$ cat src/rtl/alarm_pkg.sv
// rtl/alarm_pkg.sv - shared state and select codes for the multi-zone alarm controller
// Purpose: main FSM state codes (also driven on the display port), arm
//          sub-FSM codes and the prog_sel parameter select codes.
// Ports:   none (package).
package alarm_pkg;

  typedef enum logic [2:0] {
    ST_ARMED      = 3'd0,
    ST_OFF        = 3'd1,
    ST_TRIGGERED  = 3'd2,
    ST_ALARM      = 3'd3,
    ST_ALARM_HOLD = 3'd4
  } main_state_e;

  typedef enum logic [1:0] {
    ARM_WAIT_IGN_OFF    = 2'd0,
    ARM_WAIT_DOOR_OPEN  = 2'd1,
    ARM_WAIT_DOOR_CLOSE = 2'd2,
    ARM_DELAY           = 2'd3
  } arm_state_e;

  typedef enum logic [1:0] {
    SEL_ARM   = 2'd0,
    SEL_DRV   = 2'd1,
    SEL_PASS  = 2'd2,
    SEL_ALARM = 2'd3
  } prog_sel_e;

endpackage

$ cat src/rtl/alarm_timer.sv
// rtl/alarm_timer.sv - 1 s prescaler plus 4-bit seconds countdown
// Purpose: free-running prescaler producing a one-cycle tick every CLK_HZ
//          cycles, and a seconds countdown that decrements on each tick
//          while running and pulses expired on its 1->0 step.
// Ports:   clock, reset (async, active-high)
//          load_i/load_val_i  start a count of load_val_i seconds
//          stop_i             stop counting, countdown holds its value
//          tick_o             1 s tick
//          expired_o          one-cycle pulse on the final tick
//          count_o            remaining seconds
module alarm_timer #(
  parameter int CLK_HZ = 100000000
) (
  input  logic       clock,
  input  logic       reset,
  input  logic       load_i,
  input  logic [3:0] load_val_i,
  input  logic       stop_i,
  output logic       tick_o,
  output logic       expired_o,
  output logic [3:0] count_o
);

  localparam int PW = (CLK_HZ > 1) ? $clog2(CLK_HZ) : 1;

  logic [PW-1:0] presc_q, presc_d;
  logic [3:0]    count_q, count_d;
  logic          run_q, run_d;

  assign tick_o    = (presc_q == PW'(CLK_HZ - 1));
  assign expired_o = run_q && tick_o && (count_q == 4'd1);
  assign count_o   = count_q;

  // The prescaler keeps running while idle so the armed LED can blink;
  // a load realigns it so expiry lands exactly T*CLK_HZ cycles later.
  always_comb begin
    presc_d = tick_o ? '0 : presc_q + PW'(1);
    count_d = count_q;
    run_d   = run_q;
    if (load_i) begin
      presc_d = '0;
      count_d = load_val_i;
      run_d   = 1'b1;
    end else if (stop_i) begin
      run_d = 1'b0;
    end else if (run_q && tick_o) begin
      count_d = count_q - 4'd1;
      if (count_q == 4'd1) begin
        run_d = 1'b0;
      end
    end
  end

  always_ff @(posedge clock or posedge reset) begin
    if (reset) begin
      presc_q <= '0;
      count_q <= 4'd0;
      run_q   <= 1'b0;
    end else begin
      presc_q <= presc_d;
      count_q <= count_d;
      run_q   <= run_d;
    end
  end

endmodule

$ cat src/rtl/multi_zone_alarm_ctrl.sv
// rtl/multi_zone_alarm_ctrl.sv - anti-theft alarm controller for NUM_DOORS door zones
// Purpose: main alarm FSM, arm sequence sub-FSM, programmable time registers
//          and activation counter around a shared seconds timer.
// Ports:   clock, reset (async, active-high)
//          ignition, door[NUM_DOORS-1:0]       debounced synchronous inputs
//          prog_en, prog_sel, prog_val          time register write (OFF only)
//          status, siren_en                     LED and siren enable
//          state, countdown, trig_zone, alarm_count  display/status outputs
module multi_zone_alarm_ctrl
  import alarm_pkg::*;
#(
  parameter int NUM_DOORS   = 4,
  parameter int CLK_HZ      = 100000000,
  parameter int T_ARM_DEF   = 6,
  parameter int T_DRV_DEF   = 8,
  parameter int T_PASS_DEF  = 15,
  parameter int T_ALARM_DEF = 10
) (
  input  logic                 clock,
  input  logic                 reset,
  input  logic                 ignition,
  input  logic [NUM_DOORS-1:0] door,
  input  logic                 prog_en,
  input  logic [1:0]           prog_sel,
  input  logic [3:0]           prog_val,
  output logic                 status,
  output logic                 siren_en,
  output logic [2:0]           state,
  output logic [3:0]           countdown,
  output logic [((NUM_DOORS > 1) ? $clog2(NUM_DOORS) : 1)-1:0] trig_zone,
  output logic [7:0]           alarm_count
);

  localparam int TZW = (NUM_DOORS > 1) ? $clog2(NUM_DOORS) : 1;

  main_state_e    state_q, state_d;
  arm_state_e     arm_q, arm_d;
  logic [3:0]     t_arm_q, t_arm_d;
  logic [3:0]     t_drv_q, t_drv_d;
  logic [3:0]     t_pass_q, t_pass_d;
  logic [3:0]     t_alarm_q, t_alarm_d;
  logic [TZW-1:0] trig_q, trig_d;
  logic [7:0]     cnt_q, cnt_d;
  logic           status_q, status_d;

  logic           tmr_load, tmr_stop, tmr_tick, tmr_expired;
  logic [3:0]     tmr_val, tmr_count;
  logic           any_door;
  logic [TZW-1:0] low_door;

  alarm_timer #(.CLK_HZ(CLK_HZ)) u_timer (
    .clock      (clock),
    .reset      (reset),
    .load_i     (tmr_load),
    .load_val_i (tmr_val),
    .stop_i     (tmr_stop),
    .tick_o     (tmr_tick),
    .expired_o  (tmr_expired),
    .count_o    (tmr_count)
  );

  assign any_door = |door;

  // Scanning downwards leaves the lowest open door index as the result.
  always_comb begin
    low_door = '0;
    for (int i = NUM_DOORS - 1; i >= 0; i--) begin
      if (door[i]) begin
        low_door = TZW'(i);
      end
    end
  end

  always_comb begin
    state_d   = state_q;
    arm_d     = arm_q;
    trig_d    = trig_q;
    cnt_d     = cnt_q;
    t_arm_d   = t_arm_q;
    t_drv_d   = t_drv_q;
    t_pass_d  = t_pass_q;
    t_alarm_d = t_alarm_q;
    tmr_load  = 1'b0;
    tmr_stop  = 1'b0;
    tmr_val   = 4'd0;

    case (state_q)
      ST_ARMED: begin
        if (ignition) begin
          state_d = ST_OFF;
          arm_d   = ARM_WAIT_IGN_OFF;
        end else if (any_door) begin
          state_d  = ST_TRIGGERED;
          tmr_load = 1'b1;
          tmr_val  = door[0] ? t_drv_q : t_pass_q;
          trig_d   = low_door;
        end
      end

      ST_OFF: begin
        case (arm_q)
          ARM_WAIT_IGN_OFF: begin
            if (!ignition) arm_d = ARM_WAIT_DOOR_OPEN;
          end
          ARM_WAIT_DOOR_OPEN: begin
            if (ignition)     arm_d = ARM_WAIT_IGN_OFF;
            else if (door[0]) arm_d = ARM_WAIT_DOOR_CLOSE;
          end
          ARM_WAIT_DOOR_CLOSE: begin
            if (ignition) begin
              arm_d = ARM_WAIT_IGN_OFF;
            end else if (!any_door) begin
              arm_d    = ARM_DELAY;
              tmr_load = 1'b1;
              tmr_val  = t_arm_q;
            end
          end
          ARM_DELAY: begin
            if (ignition) begin
              arm_d    = ARM_WAIT_IGN_OFF;
              tmr_stop = 1'b1;
            end else if (any_door) begin
              arm_d    = ARM_WAIT_DOOR_CLOSE;
              tmr_stop = 1'b1;
            end else if (tmr_expired) begin
              state_d = ST_ARMED;
            end
          end
        endcase

        // Loads above read the _q registers, so a same-cycle write only
        // affects the following load.
        if (prog_en) begin
          case (prog_sel)
            SEL_ARM:   t_arm_d   = (prog_val == 4'd0) ? 4'(T_ARM_DEF)   : prog_val;
            SEL_DRV:   t_drv_d   = (prog_val == 4'd0) ? 4'(T_DRV_DEF)   : prog_val;
            SEL_PASS:  t_pass_d  = (prog_val == 4'd0) ? 4'(T_PASS_DEF)  : prog_val;
            SEL_ALARM: t_alarm_d = (prog_val == 4'd0) ? 4'(T_ALARM_DEF) : prog_val;
          endcase
        end
      end

      ST_TRIGGERED: begin
        if (ignition) begin
          state_d  = ST_OFF;
          arm_d    = ARM_WAIT_IGN_OFF;
          tmr_stop = 1'b1;
        end else if (tmr_expired) begin
          state_d = ST_ALARM;
          if (cnt_q != 8'hFF) cnt_d = cnt_q + 8'd1;
        end
      end

      ST_ALARM: begin
        if (ignition) begin
          state_d = ST_OFF;
          arm_d   = ARM_WAIT_IGN_OFF;
        end else if (!any_door) begin
          state_d  = ST_ALARM_HOLD;
          tmr_load = 1'b1;
          tmr_val  = t_alarm_q;
        end
      end

      ST_ALARM_HOLD: begin
        if (ignition) begin
          state_d = ST_OFF;
          arm_d   = ARM_WAIT_IGN_OFF;
        end else if (any_door) begin
          state_d  = ST_ALARM;
          tmr_stop = 1'b1;
        end else if (tmr_expired) begin
          state_d = ST_ARMED;
        end
      end

      default: state_d = ST_ARMED;
    endcase

    // LED restarts dark on every entry to ARMED, then flips each second.
    status_d = 1'b0;
    if (state_d == ST_TRIGGERED) begin
      status_d = 1'b1;
    end else if (state_d == ST_ARMED && state_q == ST_ARMED) begin
      status_d = status_q ^ tmr_tick;
    end
  end

  always_ff @(posedge clock or posedge reset) begin
    if (reset) begin
      state_q   <= ST_ARMED;
      arm_q     <= ARM_WAIT_IGN_OFF;
      t_arm_q   <= 4'(T_ARM_DEF);
      t_drv_q   <= 4'(T_DRV_DEF);
      t_pass_q  <= 4'(T_PASS_DEF);
      t_alarm_q <= 4'(T_ALARM_DEF);
      trig_q    <= '0;
      cnt_q     <= 8'd0;
      status_q  <= 1'b0;
    end else begin
      state_q   <= state_d;
      arm_q     <= arm_d;
      t_arm_q   <= t_arm_d;
      t_drv_q   <= t_drv_d;
      t_pass_q  <= t_pass_d;
      t_alarm_q <= t_alarm_d;
      trig_q    <= trig_d;
      cnt_q     <= cnt_d;
      status_q  <= status_d;
    end
  end

  assign state       = state_q;
  assign status      = status_q;
  assign siren_en    = (state_q == ST_ALARM) || (state_q == ST_ALARM_HOLD);
  assign countdown   = tmr_count;
  assign trig_zone   = trig_q;
  assign alarm_count = cnt_q;

endmodule

$ cat config.mk
export PLATFORM = sky130hd
export DESIGN_NAME = multi_zone_alarm_ctrl
export DESIGN_NICKNAME = d
export VERILOG_FILES = /design/src/rtl/alarm_pkg.sv /design/src/rtl/alarm_timer.sv /design/src/rtl/multi_zone_alarm_ctrl.sv
export SDC_FILE = /design/constraint.sdc
export NUM_CORES = 1
export LEC_CHECK = 0
export CORE_ASPECT_RATIO = 0.9
export CORE_UTILIZATION = 50
export DETAILED_ROUTE_END_ITERATION = 16
export PLACE_DENSITY_LB_ADDON = 0.08
export SLEW_MARGIN = 20
export SYNTH_ARGS = -nofsm -noshare
export SYNTH_HDL_FRONTEND = slang
export SYNTH_HIERARCHICAL = 1
export SYNTH_SLANG_ARGS = --single-unit
$ cat constraint.sdc
create_clock -name clock -period 3.05 [get_ports clock]
set_input_delay 0.305 -clock clock [delete_from_list [all_inputs] [get_ports clock]]
set_output_delay 0.305 -clock clock [all_outputs]
set_load 0.005 [all_outputs]
== After elaboration in Yosys (flattened, before gate mapping) ==
Cells that the tools add are included.

* Register bits after elaboration: 64
* Input port bits: 14
* Output and inout bits: 19
* Word-level logic and storage cells: 122

* $add $sub $neg: 3
* Equal/unequal tests: 20
* Multiplexer cells: 61
* Bitwise gates (word level): 2
* Reduce and logical (&&, ||, !) cells: 24

{| class="wikitable"
|+ Operators by type and width
! cell !! number
|-
| $mux 4 || 15
|-
| $mux 27 || 2
|-
| $mux 3 || 12
|-
| $add 27x1->27 const B || 1
|-
| $eq 27x27->1 const B || 1
|-
| $mux 2 || 12
|-
| $pmux 3 s5 || 1
|-
| $reduce_and 3->1 || 5
|-
| $mux 1 || 14
|-
| $ne 4x4->1 const B || 3
|-
| $pmux 4 s3 || 1
|-
| $eq 3x2->1 const B || 3
|-
| $add 8x1->8 const B || 1
|-
| $eq 2x2->1 const B || 4
|-
| $ne 8x8->1 const B || 1
|-
| $pmux 2 s4 || 1
|-
| $reduce_or 4->1 || 2
|-
| $logic_not 3->1 || 2
|-
| $pmux 1 s3 || 2
|-
| $reduce_and 6->1 || 1
|-
| $reduce_bool 3->1 || 2
|-
| $eq 2x1->1 const B || 2
|-
| $eq 4x1->1 const B || 1
|-
| $logic_not 2->1 || 2
|-
| other kinds (15) || 19
|}

== Longest topological paths before layout ==
* Depth after elaboration: 12
* Gate-level depth with buffers: 10
* Depth with buffers taken out: 9

== By module ==
The synthesis kept the hierarchy.

{| class="wikitable"
|+ By module, submodules not included
! module !! instances !! cells each !! area each (um^2) !! seq. area each (um^2)
|-
| alarm_timer || 1 || 194 || 1,809.2 || 800.8
|-
| multi_zone_alarm_ctrl || 1 || 160 || 1,778.0 || 812.0
|}

== Least setup slack after synthesis ==
Ideal clock, no wire load.

* Path type: register to register
* Start point: reg u_timer.presc_q[17]
* End point: reg cnt_q[6], in the netlist alarm_count[6]
* Library setup time: 79 ps
* Data arrival time: 2,363 ps
* Data required time: 2,971 ps
* Setup slack: 607 ps
* Cell stages (with the launch flop): 8
* Path buffers: 0
* Clock period less this slack: 2,443 ps
* Cells stage by stage: dfrtp_1 > or4b_1 > or2_1 > nor4_1 > and3_1 > o2111ai_4 > nor3_1 > xor2_1

* Word-level cells in the longest chain between the ends: 4

{| class="wikitable"
|+ Ends and longest elaborated chain
! what !! RTL line !! RTL
|-
| start, declared || alarm_timer.sv:26 || <nowiki>logic [PW-1:0] presc_q, presc_d;</nowiki>
|-
| start signal, assigned || alarm_timer.sv:60 || <nowiki>presc_q <= presc_d;</nowiki>
|-
| $eq 27x27->1 || alarm_timer.sv:30 || <nowiki>assign tick_o = (presc_q == PW'(CLK_HZ - 1));</nowiki>
|-
| net tmr_tick || multi_zone_alarm_ctrl.sv:46 || <nowiki>logic tmr_load, tmr_stop, tmr_tick, tmr_expired;</nowiki>
|-
| $logic_and 1x1->1 (2 in a row) || alarm_timer.sv:31 || <nowiki>assign expired_o = run_q && tick_o && (count_q == 4'd1);</nowiki>
|-
| net tmr_expired || multi_zone_alarm_ctrl.sv:46 ||
|-
| $reduce_and 4->1 (no line) || n/a ||
|-
| end signal, assigned || multi_zone_alarm_ctrl.sv:208 || <nowiki>cnt_q <= cnt_d;</nowiki>
|-
| end, declared || multi_zone_alarm_ctrl.sv:43 || <nowiki>logic [7:0] cnt_q, cnt_d;</nowiki>
|}

The timed path passes the listed nets, and every way through them passes these cells.
A chain may end at the register's enable or synchronous reset.

== Worst setup path in the final report ==
* Start point: reg u_timer.presc_q[17]
* End point: reg cnt_q[7], in the netlist alarm_count[7]

The elaborated chain is that of the path after synthesis.

==> metrics.txt <==
# TYPE chip_impl_metric gauge
chip_impl_metric{name="post-place-cells",unit=""} 469
chip_impl_metric{name="layout_cell_area_excl_fill",unit="um^2"} 4209
chip_impl_metric{name="number_of_iterations_in_the_first_detailed_routing_pass",unit=""} 4
chip_impl_metric{name="post_synth_instance_area",unit="um^2"} 3587
chip_impl_info{name="r2r_start",value="u_timer/presc_q[17]"} 1
chip_impl_info{name="ctsRootBufferMaster",value="clkbuf_8"} 1
chip_impl_metric{name="detail-route-antenna-nets",unit=""} 0
chip_impl_metric{name="totalNegativeSetupSlack",unit="ns"} 0
chip_impl_metric{name="critical_path_arrival",unit="ns"} 2.98
chip_impl_metric{name="total_leakage_power",unit="nW"} 1.637
chip_impl_metric{name="port-buffer-count",unit=""} 32
chip_impl_metric{name="worst_slew_margin_rel",unit=""} 0.3963
chip_impl_metric{name="routed_wl",unit="um"} 7394
chip_impl_metric{name="cts.repair_timing.setup_buffer_count",unit=""} 0
chip_impl_metric{name="cts-buffers-inserted",unit=""} 9
chip_impl_metric{name="final.hold.worst_slack",unit="ns"} 0.3676
chip_impl_metric{name="synth_sequential_area_ratio",unit=""} 0.4496
chip_impl_info{name="netlist_top_cells_area",value="dfrtp_1 38%, dfstp_2 6.6%, mux2_1 4.7%, nor2_1 3.6%, a21oi_1 2.8%"} 1
chip_impl_metric{name="num_antenna_cells",unit=""} 0
chip_impl_metric{name="rows",unit=""} 28
chip_impl_info{name="cell_taking_the_most_area_after_synthesis",value="dfrtp_1"} 1
chip_impl_info{name="synthFlopType",value="dfrtp_1"} 1
chip_impl_metric{name="placed_cell_area",unit="um^2"} 4005
chip_impl_metric{name="post_route_insts_no_fill",unit=""} 485
chip_impl_metric{name="synth_seq_cells",unit=""} 64
chip_impl_metric{name="clock-skew-final",unit="ns"} 0.006938
chip_impl_metric{name="antenna_found_initial",unit=""} 0
chip_impl_info{name="worst_setup_path_end_kind",value="flop"} 1
chip_impl_info{name="rsz0062_at_grt",value="false"} 1
chip_impl_metric{name="globalRoute.totalOverflow",unit=""} 0
chip_impl_metric{name="final.fill_count",unit=""} 564
chip_impl_info{name="most-common-layout-cells",value="55 x dfrtp_1, 34 x nor2_1, 32 x clkdlybuf4s50_1"} 1
chip_impl_metric{name="place.gp.congestion",unit=""} 0.7803
chip_impl_metric{name="synth_enable_flop_cells",unit=""} 0
chip_impl_metric{name="holdBufCountCts",unit=""} 0
chip_impl_metric{name="worst-endpoint-required",unit="ns"} 3.32
chip_impl_metric{name="design.core.area",unit="um^2"} 6761
chip_impl_metric{name="report.final.slew_viol_count",unit=""} 0
chip_impl_info{name="status",value="complete, no violations"} 1
chip_impl_metric{name="first_pass_grt_wire_length",unit="um"} 13030
chip_impl_metric{name="final.min_clock_period",unit="ns"} 2.713
chip_impl_metric{name="post_route_cells_drive_above_1_share",unit=""} 0.1418
chip_impl_metric{name="hold_viol",unit=""} 0
chip_impl_metric{name="postSynthCellCount",unit=""} 354
chip_impl_metric{name="reg2reg_depth",unit=""} 7
chip_impl_metric{name="clk_pin_slew_worst_paths",unit="ns"} 0.08
chip_impl_info{name="crit_type",value="flop to flop"} 1
chip_impl_metric{name="layout-area-overhead-vs-synth",unit="%"} 17.34
chip_impl_metric{name="floorplan.io_pins",unit=""} 33
chip_impl_metric{name="r2r_setup_slack",unit="ns"} 0.34
chip_impl_metric{name="avgSynthCellArea",unit="um^2"} 10.13
chip_impl_info{name="final_common_cell",value="dfrtp_1"} 1
chip_impl_info{name="family_with_the_most_delay_on_the_worst_path",value="simple AND/OR/NAND/NOR gates"} 1
chip_impl_metric{name="start_util",unit=""} 0.5305
chip_impl_metric{name="clock_sinks",unit=""} 64
chip_impl_metric{name="post_synth_num_cell_types",unit=""} 65
chip_impl_metric{name="die_h",unit="um"} 82.36
chip_impl_metric{name="grt_start_max_net_pins",unit=""} 33
chip_impl_metric{name="cp_num_buf_inv",unit=""} 0
chip_impl_metric{name="vias",unit=""} 2850
chip_impl_metric{name="detailedPlacementHpwl",unit="um"} 5267
chip_impl_metric{name="clock_insertion_delay_worst_skew",unit="ns"} 0.34
chip_impl_metric{name="synth-async-reset-ratio",unit=""} 1.000
chip_impl_metric{name="viasPerCell",unit=""} 5.876
chip_impl_metric{name="cts_resized",unit=""} 0
chip_impl_metric{name="yosys.area.top_type_share",unit=""} 0.3837
chip_impl_metric{name="drt_drc_violations_left",unit=""} 0
chip_impl_metric{name="cts_max_level",unit=""} 3
chip_impl_metric{name="synth_nets",unit=""} 372
chip_impl_metric{name="p_per_area",unit="nW/um^2"} 557.1
chip_impl_metric{name="grt_pass1_vias",unit=""} 2703
chip_impl_metric{name="maxClockFrequency",unit="MHz"} 368.5
chip_impl_metric{name="timing.critical_path.fanout_max",unit=""} 8
chip_impl_metric{name="track_usage",unit=""} 0.2206
chip_impl_metric{name="timing.final.setup_violations",unit=""} 0
chip_impl_metric{name="detail_route.iter0.violations",unit=""} 197
chip_impl_metric{name="maxCapViolations",unit=""} 0
chip_impl_metric{name="clock_path_buffers",unit=""} 2
chip_impl_metric{name="synth-warning-count",unit=""} 6
chip_impl_info{name="hold_path_class",value="primary input to asynchronous set/reset pin"} 1
chip_impl_info{name="tritoncts",value="yes"} 1
chip_impl_metric{name="final_critical_path_share_of_the_clock_period",unit=""} 0.8896
chip_impl_info{name="critical_path_cell_by_cell",value="or4b_1, or2_1, nor4_1, and3_1, o2111ai_4, nor3_2, xor2_1"} 1
chip_impl_metric{name="ir_drop",unit="mV"} 0.4330
chip_impl_metric{name="route.detailed.wl_per_inst",unit="um"} 15.25
chip_impl_info{name="startpoint_type",value="flop"} 1
chip_impl_metric{name="final_core_utilization",unit=""} 0.6225
chip_impl_metric{name="tightest_slew",unit="ns"} 0.9055
chip_impl_metric{name="die_w",unit="um"} 91.29
chip_impl_metric{name="crit_path_max_incr_delay",unit="ns"} 0.56
chip_impl_metric{name="design.die.area",unit="um^2"} 7518
chip_impl_info{name="critical_path.reg2reg.endpoint",value="alarm_count[7]"} 1
chip_impl_info{name="crit_path_top_delay_cell",value="or4b_1"} 1
chip_impl_metric{name="nNetsFinal",unit=""} 408
==> flip-flops by register name, indices dropped and copies added (netlist names) <==
signal           count
t_alarm_q            4
u_timer/run_q        1
status               1
u_timer/count_o      4
t_pass_q             4
u_timer/presc_q     27
t_drv_q              4
alarm_count          8
arm_q                2
trig_zone            2
t_arm_q              4
state                3
==> power by group <==
group | total, mW | switching, mW | internal (mW)
clock network | 0.748 | 0.363 | 0.385
logic | 0.420 | 0.203 | 0.217
registers | 1.18 | 0.170 | 1.01
==> cell type report <==
| cell class | count | area (um^2) | area share |
|---|---|---|---|
| Clock inverter | 7 | 80.08 | 0.01902 |
| Tap cell | 90 | 112.6 | 0.02675 |
| Sequential cell | 64 | 1613 | 0.3832 |
| Timing Repair Buffer | 39 | 372.9 | 0.08859 |
| Clock buffer | 9 | 123.9 | 0.02943 |
| Multi-Input combinational cell | 265 | 1866 | 0.4432 |
| Inverter | 11 | 41.29 | 0.009810 |
==> layer usage <==
layer	vias to the layer above	part of all wire	GRT usage
met2	61	0.44	0.3394
met3	10	0.048	0.05403
met4	0	0.013	0.07302
met5	-	0	0
li1	1392	-	-
met1	1387	0.50	0.3076
==> worst max path at each step <==
stage,startpoint,endpoint,slack [ns],depth (start not counted)
after floorplan,u_timer/presc_q[17],alarm_count[6],0.61,7
after global placement,door[0],u_timer/count_o[2],0.24,8
after detailed placement,door[0],u_timer/count_o[2],0.17,8
after CTS,u_timer/presc_q[17],alarm_count[7],0.34,7
after global routing,u_timer/presc_q[17],alarm_count[6],0.13,7
final,u_timer/presc_q[17],alarm_count[7],0.34,7
==> Yosys cell counts (2+ instances only) <==
cell type	n
o31ai_1	8
o21a_1	2
mux2i_1	4
o211ai_1	2
nor3b_2	2
o22ai_1	3
buf_2	5
or2_2	2
nor4_2	2
or2_1	2
mux2_1	15
nor2b_1	5
ha_1	4
xor2_1	11
xnor2_1	8
inv_1	11
or4_4	3
nor3_1	9
a221o_1	5
or4b_1	2
nor3_2	2
or3_1	9
nand4_1	8
nand3b_1	3
buf_6	3
dfrtp_1	55
a21oi_1	20
o21bai_1	2
and3_1	2
and4_1	2
a22oi_1	2
nor2_1	34
clkbuf_1	6
nand3_2	2
dfstp_2	9
o21ai_0	12
nor4b_1	5
nand3_1	13
or4_1	7
nand2_1	25
nor4_1	4
==> metrics by stage <==
| step | power (mW) | worst slack (ns) |
|---|---|---|
| floorplan | 1.462 | 0.6073 |
| global route | 2.489 | 0.1259 |
| detailed placement | 1.605 | 0.1715 |
| global placement | 1.596 | 0.2443 |
| finish | 2.345 | 0.3366 |
| CTS | 2.365 | 0.3354 |
==> cell families after synthesis <==
| group | share of synthesized area |
|---|---|
| xor+xnor | 0.04639 |
| buf+inv | 0.03418 |
| mux | 0.06139 |
| compound gates | 0.1311 |
| fa+ha+maj | 0.01395 |
| flops | 0.4496 |
| simple gates | 0.2633 |
==> worst register-to-register path, stage by stage (launching register included) <==
cell,delay (ns)
dfrtp_1,0.46
or4b_1,0.56
or2_1,0.24
nor4_1,0.38
and3_1,0.36
o2111ai_4,0.24
nor3_2,0.23
xor2_1,0.16
Note: power is estimated with default switching activity, not from simulation.
